`src/rtl/packet_filter_pkg.sv`:
```
// Shared constants for the AXIS packet injector: register map, CTRL/STATUS bits, FSM states.
// Latency: n/a (declarations only).
// Backpressure: n/a (declarations only).
package packet_filter_pkg;

  // Avalon-MM word addresses of the host-visible registers
  localparam logic [7:0] ADDR_CTRL    = 8'h00;  // write CTRL / read STATUS
  localparam logic [7:0] ADDR_DEST    = 8'h01;
  localparam logic [7:0] ADDR_DATA_LO = 8'h02;
  localparam logic [7:0] ADDR_DATA_HI = 8'h03;
  localparam logic [7:0] ADDR_COUNT   = 8'h04;
  localparam logic [7:0] ADDR_PKT_CNT = 8'h05;

  // CTRL write bits
  localparam int CTRL_START   = 0;
  localparam int CTRL_CLEAR   = 1;
  localparam int CTRL_IRQ_ACK = 2;

  // STATUS read bits
  localparam int ST_BUSY  = 0;
  localparam int ST_FULL  = 1;
  localparam int ST_ERR   = 2;
  localparam int ST_EMPTY = 3;
  localparam int ST_IRQ   = 4;

  typedef enum logic {
    INJ_IDLE = 1'b0,
    INJ_SEND = 1'b1
  } inj_state_t;

endpackage

```
`src/rtl/injector_buffer.sv`:
```
// Packet word store: DEPTH x DATA_WIDTH, synchronous write port, asynchronous read port.
// Latency: write lands on the clock edge; read data follows raddr combinationally.
// Backpressure: none; the owner guarantees writes only to valid slots.
module injector_buffer #(
  parameter int DEPTH      = 16,
  parameter int DATA_WIDTH = 16,
  parameter int AW         = (DEPTH > 1) ? $clog2(DEPTH) : 1
) (
  input  logic                  clk,
  input  logic                  we,
  input  logic [AW-1:0]         waddr,
  input  logic [DATA_WIDTH-1:0] wdata,
  input  logic [AW-1:0]         raddr,
  output logic [DATA_WIDTH-1:0] rdata
);

  logic [DATA_WIDTH-1:0] mem_q [DEPTH];

  // Store one word per write strobe; contents are deliberately not reset
  always_ff @(posedge clk) begin
    if (we) begin
      mem_q[waddr] <= wdata;
    end
  end

  assign rdata = mem_q[raddr];

endmodule

```
`src/rtl/axis_packet_injector.sv`:
```
// Host-loaded packet buffer streamed out as one AXIS packet on START, irq on completion.
// Latency: tvalid rises the cycle after the START write; one beat per cycle while tready=1.
// Backpressure: tready low stalls the beat in place; tdata/tlast/tdest held, tvalid stays high.
module axis_packet_injector
  import packet_filter_pkg::*;
#(
  parameter int N_PORTS    = 4,
  parameter int DATA_WIDTH = 16,
  parameter int IDX_WIDTH  = $clog2(N_PORTS),
  parameter int DEPTH      = 16,
  parameter int CNT_WIDTH  = $clog2(DEPTH + 1)
) (
  input  logic                  clk,
  input  logic                  reset,
  input  logic [7:0]            writedata,
  input  logic                  write,
  input  logic                  chipselect,
  input  logic [7:0]            address,
  input  logic                  read,
  output logic [7:0]            readdata,
  output logic [DATA_WIDTH-1:0] tx_tdata,
  output logic                  tx_tvalid,
  output logic                  tx_tlast,
  output logic [IDX_WIDTH-1:0]  tx_tdest,
  input  logic                  tx_tready,
  output logic                  irq
);

  localparam int AW = (DEPTH > 1) ? $clog2(DEPTH) : 1;

  inj_state_t            state_q, state_d;
  logic [CNT_WIDTH-1:0]  count_q, count_d;
  logic [CNT_WIDTH-1:0]  rd_idx_q, rd_idx_d;
  logic [7:0]            staged_lo_q, staged_lo_d;
  logic [IDX_WIDTH-1:0]  dest_q, dest_d;
  logic [IDX_WIDTH-1:0]  tdest_q, tdest_d;
  logic                  err_q, err_d;
  logic                  irq_q, irq_d;
  logic [7:0]            pkt_cnt_q, pkt_cnt_d;
  logic [7:0]            readdata_q, readdata_d;

  logic                  buf_we;
  logic [DATA_WIDTH-1:0] buf_wdata;
  logic [DATA_WIDTH-1:0] buf_rdata;

  logic                  wr_en, rd_en;
  logic                  sending, last_beat, beat_done;
  logic                  full, empty;
  logic [7:0]            status;

  assign wr_en     = chipselect & write;
  assign rd_en     = chipselect & read;
  assign sending   = (state_q == INJ_SEND);
  assign last_beat = sending && (rd_idx_q == (count_q - CNT_WIDTH'(1)));
  assign beat_done = sending & tx_tready;
  assign full      = (count_q == CNT_WIDTH'(DEPTH));
  assign empty     = (count_q == '0);
  assign buf_wdata = {writedata, staged_lo_q};

  // STATUS view assembled from live state
  always_comb begin
    status           = 8'h00;
    status[ST_BUSY]  = sending;
    status[ST_FULL]  = full;
    status[ST_ERR]   = err_q;
    status[ST_EMPTY] = empty;
    status[ST_IRQ]   = irq_q;
  end

  injector_buffer #(
    .DEPTH      (DEPTH),
    .DATA_WIDTH (DATA_WIDTH),
    .AW         (AW)
  ) u_buf (
    .clk   (clk),
    .we    (buf_we),
    .waddr (count_q[AW-1:0]),
    .wdata (buf_wdata),
    .raddr (rd_idx_q[AW-1:0]),
    .rdata (buf_rdata)
  );

  // Register writes, FSM transitions and read-data mux; completion is applied last so it beats IRQ_ACK
  always_comb begin
    state_d     = state_q;
    count_d     = count_q;
    rd_idx_d    = rd_idx_q;
    staged_lo_d = staged_lo_q;
    dest_d      = dest_q;
    tdest_d     = tdest_q;
    err_d       = err_q;
    irq_d       = irq_q;
    pkt_cnt_d   = pkt_cnt_q;
    readdata_d  = readdata_q;
    buf_we      = 1'b0;

    if (wr_en) begin
      case (address)
        ADDR_CTRL: begin
          if (writedata[CTRL_IRQ_ACK]) irq_d = 1'b0;
          if (writedata[CTRL_CLEAR]) begin
            // CLEAR takes priority over START; an in-flight packet keeps its words
            err_d = 1'b0;
            if (!sending) count_d = '0;
          end else if (writedata[CTRL_START] && !sending && !empty) begin
            state_d  = INJ_SEND;
            tdest_d  = dest_q;
            rd_idx_d = '0;
          end
        end
        ADDR_DEST: dest_d = writedata[IDX_WIDTH-1:0];
        ADDR_DATA_LO: begin
          if (sending) err_d = 1'b1;
          else         staged_lo_d = writedata;
        end
        ADDR_DATA_HI: begin
          if (sending || full) begin
            err_d = 1'b1;
          end else begin
            buf_we  = 1'b1;
            count_d = count_q + CNT_WIDTH'(1);
          end
        end
        default: ;
      endcase
    end

    if (beat_done) begin
      if (last_beat) begin
        state_d   = INJ_IDLE;
        count_d   = '0;
        pkt_cnt_d = pkt_cnt_q + 8'd1;
        irq_d     = 1'b1;
      end else begin
        rd_idx_d = rd_idx_q + CNT_WIDTH'(1);
      end
    end

    if (rd_en) begin
      case (address)
        ADDR_CTRL:    readdata_d = status;
        ADDR_DEST:    readdata_d = 8'(dest_q);
        ADDR_COUNT:   readdata_d = 8'(count_q);
        ADDR_PKT_CNT: readdata_d = pkt_cnt_q;
        default:      readdata_d = 8'h00;
      endcase
    end
  end

  // State register with asynchronous reset; buffer contents live in the sub-module
  always_ff @(posedge clk or posedge reset) begin
    if (reset) begin
      state_q     <= INJ_IDLE;
      count_q     <= '0;
      rd_idx_q    <= '0;
      staged_lo_q <= '0;
      dest_q      <= '0;
      tdest_q     <= '0;
      err_q       <= 1'b0;
      irq_q       <= 1'b0;
      pkt_cnt_q   <= '0;
      readdata_q  <= '0;
    end else begin
      state_q     <= state_d;
      count_q     <= count_d;
      rd_idx_q    <= rd_idx_d;
      staged_lo_q <= staged_lo_d;
      dest_q      <= dest_d;
      tdest_q     <= tdest_d;
      err_q       <= err_d;
      irq_q       <= irq_d;
      pkt_cnt_q   <= pkt_cnt_d;
      readdata_q  <= readdata_d;
    end
  end

  assign tx_tvalid = sending;
  assign tx_tlast  = last_beat;
  assign tx_tdata  = sending ? buf_rdata : '0;
  assign tx_tdest  = sending ? tdest_q : dest_q;
  assign irq       = irq_q;
  assign readdata  = readdata_q;

endmodule

```
`config.mk`:
```
export PLATFORM = sky130hd
export DESIGN_NAME = axis_packet_injector
export DESIGN_NICKNAME = d
export VERILOG_FILES = /design/src/rtl/packet_filter_pkg.sv /design/src/rtl/injector_buffer.sv /design/src/rtl/axis_packet_injector.sv
export SDC_FILE = /design/constraint.sdc
export NUM_CORES = 1
export LEC_CHECK = 0
export CAP_MARGIN = 10
export CORE_MARGIN = 1.5
export CORE_UTILIZATION = 59
export CTS_CLUSTER_SIZE = 25
export DETAILED_ROUTE_END_ITERATION = 8
export MAX_ROUTING_LAYER = met4
export PLACE_DENSITY_LB_ADDON = 0.25
export SLEW_MARGIN = 10
export SYNTH_ARGS = -nofsm -noshare
export SYNTH_HDL_FRONTEND = slang
export SYNTH_SLANG_ARGS = --single-unit
```
`constraint.sdc`:
```
create_clock -name clk -period 9.6 [get_ports clk]
set_clock_uncertainty 0.2 [all_clocks]
set_input_delay 1.44 -clock clk [delete_from_list [all_inputs] [get_ports clk]]
set_output_delay 1.44 -clock clk [all_outputs]
set_load 0.01 [all_outputs]
```
# == Yosys cells after proc, flatten, opt, wreduce, memory -nomap -nowiden ==
# Memory sizes are Yosys's and may differ from the RTL's.
# Cells that the tools add are included.
# W data, S select, Z words.
# totals
reg_bits,41
latchBits,0
ram_bits,256
rom_bits,0
input_bits,22
word_cells,80
n_memories,1
# op_classes
n_addsub,4
mul,0
n_div,0
magnitude_cmp,0
n_eq_ne,10
n_shift,0
n_mux,36
bitwise_logic,5
n_reduce_logical,14
# memory_table
memory,depth,width,read_ports,rd_ports_with_merged_regs,write_ports,line_no,source
u_buf.mem_q,16,16,1,0,1,injector_buffer.sv:17,logic [DATA_WIDTH-1:0] mem_q [DEPTH];
# ops
cell,n
$mux W5,12
$pmux W8 S4,1
$mux W1,19
$eq A8 B2 Y1 const B,2
$eq A8 B3 Y1 const B,2
$mux W16,1
$add A5 B1 Y5 const B,2
$pmux W5 S2,1
$add A8 B1 Y8 const B,1
$eq A8 B1 Y1 const B,1
$logic_not A8 Y1,1
$ne A2 B2 Y1 const B,3
$eq A5 B5 Y1,1
$eq A5 B5 Y1 const B,1
$logic_not A5 Y1,1
$reduce_and A5 Y1,1
$sub A5 B1 Y5 const B,1
$reduce_and A2 Y1,2
$reduce_and A4 Y1,1
$and A1 B1 Y1,3
$logic_and A1 B1 Y1,3
$pmux W1 S3,1
$reduce_and A3 Y1,1
$reduce_bool A3 Y1,1
4 further kinds,6

# == Depth between registers and ports, before layout ==
# depth
word_depth,9
mapped_depth,9

# == Cells and area by module ==
# A second synthesis with hierarchy kept.
# unflattened
hier_cells,653
hier_area_um2,12101.6
# by_module_without_submodules
module,n_inst,cells_per_inst,area_per_inst_um2
injector_buffer,1,416,9721.8
axis_packet_injector,1,237,2379.8

# == Least setup slack after synthesis ==
# Ideal clock, no wire load.
# synth_timing
kind,input to register
start,input address[4]
end,memory u_buf.mem_q[0][0] (enable)
setup_time_ns,0.409
t_arrival_ns,3.742
setup_slack_ns,5.249
path_stages,6
n_path_buf,1
cell_sequence,or4_4 nor3_2 and2_1 buf_2 nand2_1 nor3_1
# synth_via
elab_chain_cells,5
# synth_lines
element,line_no,source
start: declaration,axis_packet_injector.sv:18,"input logic [7:0] address,"
$eq A8 B2 Y1,axis_packet_injector.sv:98,case (address)
$mux W1,axis_packet_injector.sv:98,
$mux W1,axis_packet_injector.sv:97,if (wr_en) begin
$mux W1,injector_buffer.sv:21,if (we) begin
$mux W1 (not written as such),injector_buffer.sv:22,mem_q[waddr] <= wdata;
end: declaration,injector_buffer.sv:17,
# Every way passes these cells.

# == Worst setup path in the final report ==
# layout_timing
start,register rd_idx_q[1]
end,output tx_tdata[8]
# layout_via
elab_chain_cells,2
# layout_lines
element,line_no,source
start: declaration,axis_packet_injector.sv:33,"logic [CNT_WIDTH-1:0] rd_idx_q, rd_idx_d;"
start signal: assignment,axis_packet_injector.sv:166,rd_idx_q <= rd_idx_d;
$mem_v2 Z16 W16,--,
$mux W16,axis_packet_injector.sv:179,assign tx_tdata = sending ? buf_rdata : '0;
end: declaration,axis_packet_injector.sv:21,"output logic [DATA_WIDTH-1:0] tx_tdata,"
# Every way passes these cells.

==> run metrics <==
reg-to-reg critical path startpoint count_q[0]; Buf/Inv on CP 2; largest net degree at the start of global routing 73; R2R Setup Slk just over 6 ns; wire per inst 26.27 um; CTS H-tree lvls 1; Synth warnings 0; Post-synth EDFFs 256; commonest non-fill, non-tap cell in the layout edfxtp_1; Leak around 5 nW; Max-cap violations 0; Synth area leader edfxtp_1; met3 usage under 10%; total routed wirelength 25410 um; CORE AREA 20100 um^2; WP data required about 8.0 ns; Hold Path Class flop to flop; Nets roughly 700; share of cells above drive strength 1 approximately a quarter; Worst Hold Path EP pkt_cnt_q[7]; buffer count from post-CTS setup fixing 0; final worst-path cycle share between 50% and 60%; CP Data Arrival Time roughly 3.8 ns; TritonCTS buffer count 29; CTS tree done; ys async rst share 13.80%; via density per instance roughly 6.4; global routing usage on met2 between 40% and 50%; min cycle time layout 5.475 ns; CP delay by family, top buffers and inverters; min-delay src pkt_cnt_q[7]; clock sink count ~300; worst reg2reg path depth 7; Primary FF master, synth edfxtp_1; worst-margin pin slew around 1.2 ns; total power around 3.4 mW; Remaining Overflow, GRT 0; Placed Instances about 910; Ports 51; Final Slew Violations 0; gpl congestion between 0.8 and 0.9; Layout area overhead 15.60%; most frequent cells in the layout 256 x edfxtp_1, 82 x mux4_2, 50 x clkdlybuf4s50_1; most frequent cell on the critical path mux4_2; IO buf count 50; PostCTS Resize Cnt 0; ANT nets after route 0; Setup TNS Final 0 ns; initial antenna violation count 1; vias post-DR 6159; crit-path max FO 38; grt met1 use a little over a third; final setup violation count 0; GR peak layer met2; sequential-to-total area share from yosys stat between 70 and 80%; most area-consuming cells after synthesis edfxtp_1 64%, mux4_2 15%, dfrtp_1 8.5%, mux2_2 1.4%, and2_1 1.1%; # rows 52; average cell area after synthesis 19.87 um^2; DIE WIDTH roughly 150 um; status completed; worst hold path stage count 1; Die Y-Extent between 100 and 150 um; Clk Latency, worst-skew pair ~0.53 ns; Multi-input gate area about 3200 um^2; share of the synthesized area in the top cell type 63.85%; Total GRT Usage approximately a quarter; setup ws final between 4 and 5 ns; filler-free cell count of the finished design approximately 970; highest clock rate about 180 MHz; FF+latch area roughly 8700 um^2; clk root buf clkbuf_16; post-synth cell types between 40 and 50; Util after Layout 69.22%; cells after synthesis roughly 610; endpoints failing hold 0; WP depth 5; clk slew on worst S/H paths approximately 0.06 ns; RSZ-0062 raised after global routing no; Cell Pwr Density between 200 and 250 nW/um^2; CP max stage delay about 0.8 ns; vias in the first global route 6405; Crit-path slowest cell dfrtp_4; Yosys reg bits between 200 and 300; Worst Setup End Kind output pin; Final HPWL DP roughly 14000 um; Slew HR between 15 and 20%; Critical Path, Cell by Cell buf_4, mux4_2, mux4_2, and2_1, clkdlybuf4s50_1; # fillers around 1200; initial core utilization between 50% and 60%; critical path startpoint category flop; DR DRC count 0; initial DRC count ~630; pre-CTS WS about 4.6 ns; Worst Setup SP rd_idx_q[1]; kind of critical path flop to output pin; Max clock buf depth 3; reg-to-reg endpoint u_buf.mem_q[14][0]; Post-CTS Hold Buffers 0; Synthesized Nets approximately 640; synthesized area 12040 um^2; Die ar. between 20000 and 25000 um^2; first-pass GRT wire length just under 40000 um; 1st-pass router iterations 5; peak supply drop 0.1413 mV
[flip-flops by register name, summed over array words and instances (netlist names)]
| register | count |
|---|---|
| pkt_cnt_q | 8 |
| readdata | 8 |
| count_q | 5 |
| tx_tvalid | 1 |
| u_buf.mem_q | 256 |
| dest_q | 2 |
| staged_lo_q | 8 |
| rd_idx_q | 5 |
| tdest_q | 2 |
| err_q | 1 |
| irq | 1 |
[routing by layer]
layer | vias to the layer above | part of all wire [%]
li1 | 2603 | -
met1 | 3253 | 40
met2 | 271 | 51
met3 | 32 | 7.4
met4 | 0 | 1.4
met5 | - | 0
[how the worst max path moves through the flow]
stage,end
6_report,tx_tdata[8]
2_1_floorplan,u_buf.mem_q[0][0]
3_5_place_dp,tx_tdata[13]
5_1_grt,tx_tdata[8]
4_1_cts,tx_tdata[8]
3_3_place_gp,tx_tdata[8]
[logic make-up (layout without fill, tap and decap cells)]
| logic type | count (synthesis) | after routing | synth area share (%) |
|---|---|---|---|
| buffers and inverters | 39 | 129 | 1.393 |
| XOR/XNOR | 13 | 13 | 0.9458 |
| multiplexers | 103 | 103 | 17.24 |
| other | 0 | 1 | 0 |
| AND/OR/NAND/NOR | 108 | 108 | 4.937 |
| adder cells (fa/ha/maj) | 7 | 7 | 0.7275 |
| flip-flops | 297 | 297 | 72.38 |
| AO/OA/AOI/OAI | 39 | 39 | 2.380 |
[through the flow]
step | hold slack, ns | instance area, um^2
CTS | 0.2754 | 13880
global placement | 0.2631 | 12920
global route | 0.3022 | 13920
finish | 0.2733 | 13920
detailed placement | 0.2630 | 12920
floorplan | 0.2462 | 12040
[power by group]
group          total [mW]  internal [mW]  switching (mW)
Sequential           1.48           1.41          0.0616
Combinational       0.796          0.454           0.341
Clock                1.13          0.680           0.453
Total                3.40           2.55           0.856
[Yosys cell counts, types with 2 or more instances]
| library cell | number |
|---|---|
| and3_1 | 5 |
| a211oi_1 | 2 |
| o31ai_1 | 4 |
| xor2_1 | 3 |
| xnor2_1 | 10 |
| clkbuf_1 | 20 |
| nor2b_1 | 2 |
| nor2_1 | 19 |
| a22o_1 | 8 |
| buf_2 | 11 |
| ha_1 | 7 |
| nand2_1 | 21 |
| mux2_2 | 15 |
| o21ai_0 | 8 |
| nand3b_1 | 2 |
| a21oi_1 | 8 |
| nand4_1 | 5 |
| nor4bb_1 | 2 |
| and2_1 | 21 |
| mux4_2 | 82 |
| o211ai_1 | 2 |
| nand3_1 | 7 |
| nand2b_1 | 3 |
| inv_1 | 6 |
| mux2i_1 | 6 |
| edfxtp_1 | 256 |
| dfrtp_1 | 41 |
| nor3_1 | 10 |
[final cells by class]
cell class | count | area share, %
clock buffers | 41 | 5.970
flip-flops and latches | 297 | 62.64
inverters | 6 | 0.1618
repair buffers | 70 | 4.783
well taps | 270 | 2.427
clock inverters | 12 | 0.9620
diodes | 1 | 0.01798
multi-input cells | 270 | 23.03
(Power assumes the default switching activity.)
